--- src/rtl/prbs_sequencer_pkg.sv ---
// ---------------------------------------------------------------------------
// prbs_sequencer_pkg
// Shared definitions for the PRBS9 I/Q sequencer: FSM state encoding,
// default oversampling / warmup constants and a constant-foldable clog2.
// ---------------------------------------------------------------------------
package prbs_sequencer_pkg;

  localparam int unsigned DEF_NOS    = 4;
  localparam int unsigned DEF_WARMUP = 2;
  localparam int unsigned STATE_W    = 3;

  typedef enum logic [STATE_W-1:0] {
    ST_IDLE = 3'd0,
    ST_SEED = 3'd1,
    ST_WARM = 3'd2,
    ST_RUN  = 3'd3,
    ST_DONE = 3'd4
  } state_e;

  // Ceiling log2; clog2(1) = 0, clog2(4) = 2, clog2(5) = 3.
  function automatic int unsigned clog2(input int unsigned value);
    int unsigned result;
    result = 0;
    for (int i = 0; i < 32; i++) begin
      if ((64'd1 << i) < 64'(value)) begin
        result = unsigned'(i + 1);
      end
    end
    return result;
  endfunction

endpackage : prbs_sequencer_pkg

--- src/rtl/prbs_tick_gen.sv ---
// ---------------------------------------------------------------------------
// prbs_tick_gen
// Mod-NOS symbol tick counter with a phase compare. The enable strobe is a
// flop whose value in a cycle equals (tick == phase) for that same cycle,
// qualified by the gate requested one cycle earlier.
//
// Ports:
//   clock     in   system clock
//   i_reset   in   asynchronous active-low reset
//   i_clear   in   tick of the next cycle is forced to 0
//   i_run     in   tick of the next cycle advances (mod NOS)
//   i_gate    in   an enable may be issued in the next cycle
//   i_phase   in   clock slot in the symbol period that carries the enable
//   o_enable  out  registered one-cycle symbol-rate strobe
// ---------------------------------------------------------------------------
module prbs_tick_gen
  import prbs_sequencer_pkg::*;
#(
  parameter int unsigned NOS     = DEF_NOS,
  parameter int unsigned PHASE_W = 2
) (
  input  logic               clock,
  input  logic               i_reset,
  input  logic               i_clear,
  input  logic               i_run,
  input  logic               i_gate,
  input  logic [PHASE_W-1:0] i_phase,
  output logic               o_enable
);

  localparam int unsigned TICK_W_RAW = clog2(NOS);
  localparam int unsigned TICK_W     = (TICK_W_RAW < 1) ? 1 : TICK_W_RAW;

  logic [TICK_W-1:0] r_tick;
  logic [TICK_W-1:0] w_tick_nxt;
  logic              w_hit;
  logic              r_enable;

  // Next tick value: clear has priority, otherwise wrap at NOS-1.
  always_comb begin
    w_tick_nxt = r_tick;
    if (i_clear) begin
      w_tick_nxt = '0;
    end else if (i_run) begin
      if (r_tick == TICK_W'(NOS - 1)) begin
        w_tick_nxt = '0;
      end else begin
        w_tick_nxt = r_tick + TICK_W'(1);
      end
    end
  end

  // Compare against the upcoming tick so the strobe lands on tick == phase.
  assign w_hit = (32'(w_tick_nxt) == 32'(i_phase));

  always_ff @(posedge clock or negedge i_reset) begin
    if (!i_reset) begin
      r_tick   <= '0;
      r_enable <= 1'b0;
    end else begin
      r_tick   <= w_tick_nxt;
      r_enable <= i_gate & w_hit;
    end
  end

  assign o_enable = r_enable;

endmodule : prbs_tick_gen

--- src/rtl/prbs_sequencer.sv ---
// ---------------------------------------------------------------------------
// prbs_sequencer
// Sequences reseed and symbol-rate advance strobes for the dual I/Q PRBS9
// generator. After a start it reseeds, discards WARMUP pipeline-fill
// symbols, then flags valid symbols either for a fixed-length burst or
// continuously until stopped.
//
// Ports:
//   clock          in   system clock
//   i_reset        in   asynchronous active-low reset
//   i_start        in   start request (IDLE only)
//   i_stop         in   abort back to IDLE, wins over start
//   i_continuous   in   run until stopped, burst length ignored
//   i_burst_len    in   valid symbols per burst, latched on start
//   i_phase        in   enable slot within the symbol period, latched on start
//   o_prbs_reset   out  one-cycle reseed strobe
//   o_prbs_enable  out  one-cycle advance strobe, one per NOS clocks
//   o_sym_valid    out  PRBS I/Q outputs valid this cycle
//   o_busy         out  high in SEED, WARM and RUN
//   o_done         out  one-cycle pulse on normal burst completion
//   o_sym_count    out  valid symbols issued since start
// ---------------------------------------------------------------------------
module prbs_sequencer
  import prbs_sequencer_pkg::*;
#(
  parameter int unsigned NOS     = DEF_NOS,
  parameter int unsigned PHASE_W = 2,
  parameter int unsigned LEN_W   = 16,
  parameter int unsigned WARMUP  = DEF_WARMUP
) (
  input  logic               clock,
  input  logic               i_reset,
  input  logic               i_start,
  input  logic               i_stop,
  input  logic               i_continuous,
  input  logic [LEN_W-1:0]   i_burst_len,
  input  logic [PHASE_W-1:0] i_phase,
  output logic               o_prbs_reset,
  output logic               o_prbs_enable,
  output logic               o_sym_valid,
  output logic               o_busy,
  output logic               o_done,
  output logic [LEN_W-1:0]   o_sym_count
);

  localparam int unsigned WARM_W_RAW = clog2(WARMUP + 1);
  localparam int unsigned WARM_W     = (WARM_W_RAW < 1) ? 1 : WARM_W_RAW;
  localparam int unsigned CNT_EXT_W  = LEN_W + 1;

  state_e             r_state;
  logic               r_prbs_reset;
  logic               r_sym_valid;
  logic               r_busy;
  logic               r_done;
  logic [LEN_W-1:0]   r_sym_count;
  logic [LEN_W-1:0]   r_burst_len;
  logic               r_continuous;
  logic [PHASE_W-1:0] r_phase;
  logic [WARM_W-1:0]  r_warm_cnt;

  logic               w_enable;
  logic               w_tick_clear;
  logic               w_tick_run;
  logic               w_tick_gate;
  logic [PHASE_W-1:0] w_phase_clamped;
  logic               w_burst_empty;
  logic               w_room;
  logic               w_last;

  // Out-of-range phase selects collapse onto the last slot of the period.
  assign w_phase_clamped = (32'(i_phase) >= NOS) ? PHASE_W'(NOS - 1) : i_phase;

  assign w_burst_empty = ~r_continuous && (r_burst_len == '0);

  // Room for another symbol: count plus any symbol still in flight.
  assign w_room = (CNT_EXT_W'(r_sym_count) + CNT_EXT_W'(w_enable))
                  < CNT_EXT_W'(r_burst_len);

  // Final valid pulse of a fixed-length burst is showing this cycle.
  assign w_last = ~r_continuous && r_sym_valid && (r_sym_count == r_burst_len);

  // Tick generator control; gate is withdrawn on stop so nothing new issues.
  always_comb begin
    w_tick_clear = 1'b0;
    w_tick_run   = 1'b0;
    w_tick_gate  = 1'b0;
    case (r_state)
      ST_SEED: begin
        w_tick_clear = 1'b1;
        w_tick_gate  = ~i_stop & ~w_burst_empty;
      end
      ST_WARM: begin
        w_tick_run  = ~i_stop;
        w_tick_gate = ~i_stop;
      end
      ST_RUN: begin
        w_tick_run  = ~i_stop;
        w_tick_gate = ~i_stop & (r_continuous | w_room);
      end
      default: begin
        w_tick_run = 1'b0;
      end
    endcase
  end

  prbs_tick_gen #(
    .NOS     (NOS),
    .PHASE_W (PHASE_W)
  ) u_tick_gen (
    .clock    (clock),
    .i_reset  (i_reset),
    .i_clear  (w_tick_clear),
    .i_run    (w_tick_run),
    .i_gate   (w_tick_gate),
    .i_phase  (r_phase),
    .o_enable (w_enable)
  );

  // Sequencer FSM with warmup and symbol counters.
  always_ff @(posedge clock or negedge i_reset) begin
    if (!i_reset) begin
      r_state      <= ST_IDLE;
      r_prbs_reset <= 1'b0;
      r_sym_valid  <= 1'b0;
      r_busy       <= 1'b0;
      r_done       <= 1'b0;
      r_sym_count  <= '0;
      r_burst_len  <= '0;
      r_continuous <= 1'b0;
      r_phase      <= '0;
      r_warm_cnt   <= '0;
    end else begin
      r_prbs_reset <= 1'b0;
      r_sym_valid  <= 1'b0;
      r_done       <= 1'b0;
      case (r_state)
        ST_IDLE: begin
          if (i_start && !i_stop) begin
            r_burst_len  <= i_burst_len;
            r_continuous <= i_continuous;
            r_phase      <= w_phase_clamped;
            r_sym_count  <= '0;
            r_warm_cnt   <= '0;
            r_prbs_reset <= 1'b1;
            r_busy       <= 1'b1;
            r_state      <= ST_SEED;
          end
        end
        ST_SEED: begin
          if (i_stop) begin
            r_busy  <= 1'b0;
            r_state <= ST_IDLE;
          end else if (w_burst_empty) begin
            r_busy  <= 1'b0;
            r_done  <= 1'b1;
            r_state <= ST_DONE;
          end else if (WARMUP == 0) begin
            r_state <= ST_RUN;
          end else begin
            r_state <= ST_WARM;
          end
        end
        ST_WARM: begin
          if (i_stop) begin
            r_busy  <= 1'b0;
            r_state <= ST_IDLE;
          end else if (w_enable) begin
            // Pipeline-fill symbols advance the generator but are never flagged.
            r_warm_cnt <= r_warm_cnt + WARM_W'(1);
            if (r_warm_cnt == WARM_W'(WARMUP - 1)) begin
              r_state <= ST_RUN;
            end
          end
        end
        ST_RUN: begin
          if (i_stop) begin
            // In-flight symbol is dropped and the count freezes.
            r_busy  <= 1'b0;
            r_state <= ST_IDLE;
          end else begin
            if (w_enable) begin
              r_sym_valid <= 1'b1;
              r_sym_count <= r_sym_count + LEN_W'(1);
            end
            if (w_last) begin
              r_busy  <= 1'b0;
              r_done  <= 1'b1;
              r_state <= ST_DONE;
            end
          end
        end
        ST_DONE: begin
          r_state <= ST_IDLE;
        end
        default: begin
          r_busy  <= 1'b0;
          r_state <= ST_IDLE;
        end
      endcase
    end
  end

  assign o_prbs_reset  = r_prbs_reset;
  assign o_prbs_enable = w_enable;
  assign o_sym_valid   = r_sym_valid;
  assign o_busy        = r_busy;
  assign o_done        = r_done;
  assign o_sym_count   = r_sym_count;

endmodule : prbs_sequencer

--- config.mk ---
export PLATFORM = sky130hd
export DESIGN_NAME = prbs_sequencer
export DESIGN_NICKNAME = d
export VERILOG_FILES = /design/src/rtl/prbs_sequencer_pkg.sv /design/src/rtl/prbs_tick_gen.sv /design/src/rtl/prbs_sequencer.sv
export SDC_FILE = /design/constraint.sdc
export NUM_CORES = 1
export LEC_CHECK = 0
export ABC_AREA = 1
export CAP_MARGIN = 20
export CORE_MARGIN = 3
export CORE_UTILIZATION = 40
export CTS_CLUSTER_DIAMETER = 150
export DETAILED_ROUTE_END_ITERATION = 7
export GPL_ROUTABILITY_DRIVEN = 0
export MAX_ROUTING_LAYER = met4
export PLACE_DENSITY = 0.67
export SYNTH_ARGS = -nofsm -noshare
export SYNTH_HDL_FRONTEND = slang
export SYNTH_HIERARCHICAL = 1
export SYNTH_SLANG_ARGS = --single-unit
--- constraint.sdc ---
create_clock -name clock -period 2.55 [get_ports clock]
set_clock_uncertainty 0.05 [all_clocks]
set_input_delay 0.765 -clock clock [delete_from_list [all_inputs] [get_ports clock]]
set_output_delay 0.765 -clock clock [all_outputs]
set_load 0.01 [all_outputs]
# Word level (Yosys, flattened, before mapping)
# Index checks and enable logic that the tools add are counted.
[op_classes]
n_addsub = 4
order_cmp = 1
eq_ne = 18
muxes = 40
n_bitwise = 8
reduce_logical = 15
[op_table]
columns = ["operator", "count"]
rows = [
  ["16-bit two-way mux", 3],
  ["16-bit case mux with 2 select lines", 1],
  ["3-bit two-way mux", 8],
  ["16-bit by 1-bit adder with 17-bit output", 1],
  ["17-bit by 16-bit less-than comparator with 1-bit output", 1],
  ["1-bit two-way mux", 17],
  ["16-bit by 1-bit adder with 16-bit output (second input constant)", 1],
  ["16-bit == test", 1],
  ["16-bit zero test", 1],
  ["2-bit two-way mux", 6],
  ["3-bit case mux with 4 select lines", 1],
  ["4-bit AND reduction", 3],
  ["3-bit inequality test (second input constant)", 3],
  ["2-bit inequality test (second input constant)", 4],
  ["3-bit by 2-bit == test with 1-bit output (second input constant)", 2],
  ["1-bit case mux with 5 select lines", 1],
  ["5-bit AND reduction", 1],
  ["2-bit by 1-bit adder with 2-bit output (second input constant)", 2],
  ["1-bit logical AND", 4],
  ["2-bit by 1-bit inequality test with 1-bit output (second input constant)", 2],
  ["1-bit NOT", 4],
  ["2-bit case mux with 2 select lines", 1],
  ["2-bit nonzero test", 2],
  ["1-bit bitwise AND", 3],
  ["13 further kinds", 13],
]
[totals]
reg_bits = 47
in_bits = 23
output_inout_bits = 21
elab_cells = 98

# Logic depth before layout (Yosys ltp)
[logic_depth]
ltp_word = 7
depth_mapped = 21
ltp_nobuf = 21

# Cells and area by module
# The synthesis kept the hierarchy.
[modules_own_cells]
columns = ["module", "instances", "cells_per_inst", "area_per_inst_um2", "seq_area_each_um2"]
rows = [
  ["prbs_sequencer", 1, 418, 3069.2, 1101.1],
  ["prbs_tick_gen", 1, 26, 180.2, 75.1],
]

# Worst setup path after synthesis
# No wires, ideal clock.
[synth_timing]
path_type = "register -> register"
from = "register r_sym_count[0], in the netlist o_sym_count[0]"
to = "register u_tick_gen.r_enable, in the netlist u_tick_gen/o_enable"
setup_time_ns = 0.114
t_arrival_ns = 2.378
t_required_ns = 2.386
setup_slack_ns = 0.007
stages_incl_launch_ff = 21
path_buffers = 0
synth_period_minus_slack_ns = 2.543
path_cell_list = "dfrtp_1 ha_1 ha_1 nand2_1 nor2_1 xor2_1 inv_1 ha_1 nand2_1 nor2_1 nand3_1 nand3_1 nand2_1 nand2_1 nand2_1 nand2_1 nand2_1 nand2_1 nand2_1 nand3_1 nor2_1"
[synth_via]
elab_chain_cells = 6
[synth_rtl]
columns = ["item", "line", "rtl"]
rows = [
  ["start: declaration", "prbs_sequencer.sv:55", "logic [LEN_W-1:0] r_sym_count;"],
  ["start signal: assignment", "prbs_sequencer.sv:183", "r_sym_count <= r_sym_count + LEN_W'(1);"],
  ["16-bit by 1-bit adder with 17-bit output", "prbs_sequencer.sv:76", "assign w_room = (CNT_EXT_W'(r_sym_count) + CNT_EXT_W'(w_enable))"],
  ["17-bit by 16-bit less-than comparator with 1-bit output", "prbs_sequencer.sv:77", "< CNT_EXT_W'(r_burst_len);"],
  ["1-bit bitwise OR", "prbs_sequencer.sv:98", "w_tick_gate = ~i_stop & (r_continuous | w_room);"],
  ["1-bit bitwise AND", "prbs_sequencer.sv:98", ""],
  ["1-bit case mux with 3 select lines", "prbs_sequencer.sv:87", "case (r_state)"],
  ["net w_tick_gate", "prbs_sequencer.sv:64", "logic w_tick_gate;"],
  ["1-bit bitwise AND", "prbs_tick_gen.sv:62", "r_enable <= i_gate & w_hit;"],
  ["end signal: assignment", "prbs_tick_gen.sv:62", ""],
  ["end: declaration", "prbs_tick_gen.sv:37", "logic r_enable;"],
]
# The timed path passes the listed nets, and every way through them passes these cells.
# A chain may end at the register's enable or synchronous reset.

# Final worst setup path
[layout_timing]
from = "register u_tick_gen.r_enable, in the netlist u_tick_gen/o_enable"
to = "output port o_prbs_enable"
[layout_rtl]
columns = ["item", "line", "rtl"]
rows = [
  ["end: declaration", "prbs_sequencer.sv:39", "output logic o_prbs_enable,"],
]
# No word-level cell between the ends.

==> metrics.yaml <==
cells_and_area:
  fill_cells: 741
  final_area_um2: 4230
  drive_above_1_share_pct: 17.0
  nNetsFinal: 565
  final_util_pct: 54.2
  diodes: 0
  area_growth_syn_to_layout_pct: 30.2
detailed_routing:
  dr.pass1.iters: 5
  drtAntennaViolNets: 0
  drc: 0
  viasPerCell: 5.12
  wl_per_cell_um: 14.5
  vias: 3192
  routed_wl_mm: 9.08
  first_iter_violations: 158
grt:
  track_usage_pct: 21.3
  grt_antenna_before_repair: 0
  overflow: 0
  grt_pass1_wl_mm: 14.6
  grt_max_degree: 48
  grt_pass1_vias: 3020
setup_path:
  endpoint_kind: "primary output"
  r2r_cells: 20
  worstPathMaxFanout: 5
  worstPathArrival_ns: 1.63
  critPathRequiredTime_ns: 1.74
  path_cells: "buf_4 -> buf_4 -> buf_4 -> clkdlybuf4s50_1"
  path_common_cell: "buf_4"
  r2r_slack_ns: 0.12
  start_kind: "flop"
  reg2reg_to: "u_tick_gen/o_enable$_DFF_PN0_"
  worstSetupPathType: "flop to primary output"
  cp_slowest_cell: "clkdlybuf4s50_1"
  r2r-start: "o_sym_count[2]$_DFFE_PN0P_"
  slowest_delay_ns: 0.47
clock_network:
  holdBufCountCts: 0
  clk_latency_ns: 0.31
  cts_buffers: 5
  htree_levels: 2
  cts.path.max_buffers: 2
  cts_tree: "yes"
  cts.sinks: 47
  clkTransAtPathRegs_ns: 0.09
  cts-root-buf: "clkbuf_8"
power_and_ir_drop:
  pwr-share-seq_pct: 38.1
  power.internal_w: 0.00166
  power_density_nw_per_um2: 677
  p_sw_w: 0.00120
  power_w: 0.00286
  worst_ir_drop_vdd_v: 0.000360
  switching_share_pct: 41.9
  p_leak_nw: 2.04
  clkPwrFrac_pct: 16.8
  pwr-share-comb_pct: 45.1
die:
  start_util_pct: 41.6
  dieHeight_um: 96.1
  std_cell_rows: 32
  pin_count: 44
  die_area_um2: 9240
  core_um2: 7810
  die_w_um: 96.1
timing:
  slew_viol_final: 0
  hold_viol_final: 0
  fmax_ghz: 0.410
  fin_crit_sh_pct: 95.7
  setup_ws_ns: 0.110
  final-setup-viol-count: 0
  rsz0062_at_grt: "true"
  post-route-min-period_ns: 2.44
  fin_setup_tns_ns: 0
  slew_headroom_pct: 56.9
  worstMarginPinSlew_ns: 0.646
run:
  max_cap_violations: 0
yosys:
  synth_edf_count: 0
  synthCells: 444
  synthDominantCellAreaShare_pct: 36.2
  yosys-top-cells-area: "dfrtp_1 36%, nand2_1 13%, ha_1 7.7%"
  yosysUniqueCellTypes: 33
  synth.most_common_cell: "nand2_1"
  syn-num-nets: 487
  synth_async_sr_flop_share_pct: 100
  avgSynthCellArea_um2: 7.32
  netlist_top_cells_count: "116 x nand2_1, 65 x inv_1, 47 x dfrtp_1"
  synth_warnings: 6
  ys_seq_area_share_pct: 36.2
  synth_flop_cell: "dfrtp_1"
  synth_area_leader_cell: "dfrtp_1"
  ys_seq_elements: 47
  netlist_area_um2: 3250
placement:
  portBuffers: 43
  dp_slack_ns: -0.0191
  place_hpwl_mm: 6.73
  dpl_cell_area_um2: 3940
min_path:
  worstHoldPathType: "flop to flop"
  holdPathStages: 2
  min_to: "o_busy$_DFFE_PN0P_"
  min_from: "o_busy$_DFFE_PN0P_"
status:
  outcome: "finished, final reports clean"
## per-layer routing
layer,vias up,share of wire (%),track usage (%)
met2,131,47,32.4
li1,1573,-,-
met1,1459,42,27.7
met4,0,3.4,8.65
met3,29,7.1,4.07
met5,-,0,-
## through the flow
step / hold slack [ns] / cells
finish: 0.448 / 624
global placement: 0.423 / 607
CTS: 0.455 / 614
floorplan: 0.407 / 444
global route: 0.487 / 624
detailed placement: 0.422 / 607
## what timing repair did
| item | 4_1_cts | 5_1_grt |
|---|---|---|
| pin swaps | 2 | 16 |
| buffers inserted | 0 | 10 |
| gates resized for setup | 4 | 28 |
| setup endpoints to repair | 1 | 1 |
## area by class of cell
class / count / area [µm²] / share of cell area (%)
Clock inverter: 1 / 5.00 / 0.118
Sequential cell: 47 / 1180 / 27.8
Inverter: 71 / 269 / 6.36
Clock buffer: 6 / 82.6 / 1.95
Multi-Input combinational cell: 319 / 1880 / 44.4
Timing Repair Buffer: 78 / 692 / 16.4
Tap cell: 102 / 128 / 3.02
## cell usage in the layout, fill, tap and decap left out, drive strengths merged, types with 16 or more instances in the layout
cell and count:
a21oi 17, buf 36, clkdlybuf4s50 42, dfrtp 47, ha 20, inv 71, nand2 120, nand3 18
nor2 47, o21ai 34, xor2 16
## critical path: cells and delay by family (launching register included)
kind / cells / cell delay, ns
buffers and inverters: 4 / 0.88
DFF: 1 / 0.42
## worst max-delay path by stage
stage                                              from                            end  slack, ns  cells after the start
after CTS                 u_tick_gen/o_enable$_DFF_PN0_  u_tick_gen/o_enable$_DFF_PN0_      0.008                     20
after global routing         o_sym_count[3]$_DFFE_PN0P_  u_tick_gen/o_enable$_DFF_PN0_      -0.05                     20
final                     u_tick_gen/o_enable$_DFF_PN0_                  o_prbs_enable       0.11                      4
after detailed placement  u_tick_gen/o_enable$_DFF_PN0_  u_tick_gen/o_enable$_DFF_PN0_      -0.02                     20
after floorplan              o_sym_count[0]$_DFFE_PN0P_  u_tick_gen/o_enable$_DFF_PN0_      0.007                     20
after global placement    u_tick_gen/o_enable$_DFF_PN0_  u_tick_gen/o_enable$_DFF_PN0_       0.03                     20
## cell families after synthesis
group | after synthesis | share of synthesized area (%)
AO/OA/AOI/OAI | 55 | 9.20
buffers and inverters | 78 | 9.63
XOR/XNOR | 21 | 5.66
multiplexers | 1 | 0.308
flip-flops | 47 | 36.2
AND/OR/NAND/NOR | 222 | 31.3
adder cells (fa/ha/maj) | 20 | 7.70
## sequential cells by signal (all words and copies together), names as in the netlist
name                 count
r_burst_len             16
o_sym_valid              1
r_state                  3
o_busy                   1
o_done                   1
u_tick_gen/r_tick        2
r_phase                  2
o_sym_count             16
r_warm_cnt               2
o_prbs_reset             1
u_tick_gen/o_enable      1
r_continuous             1
## power groups by stage
stage	sequential (W)	clock [W]	combinational, W
after global routing	0.00112	0.000530	0.00149
after floorplan	0.00109	0	0.000813
after CTS	0.00109	0.000483	0.00123
after global placement	0.00109	0	0.00119
after detailed placement	0.00110	0	0.00121
final	0.00109	0.000480	0.00129
Power figures use the tool's default switching activity.
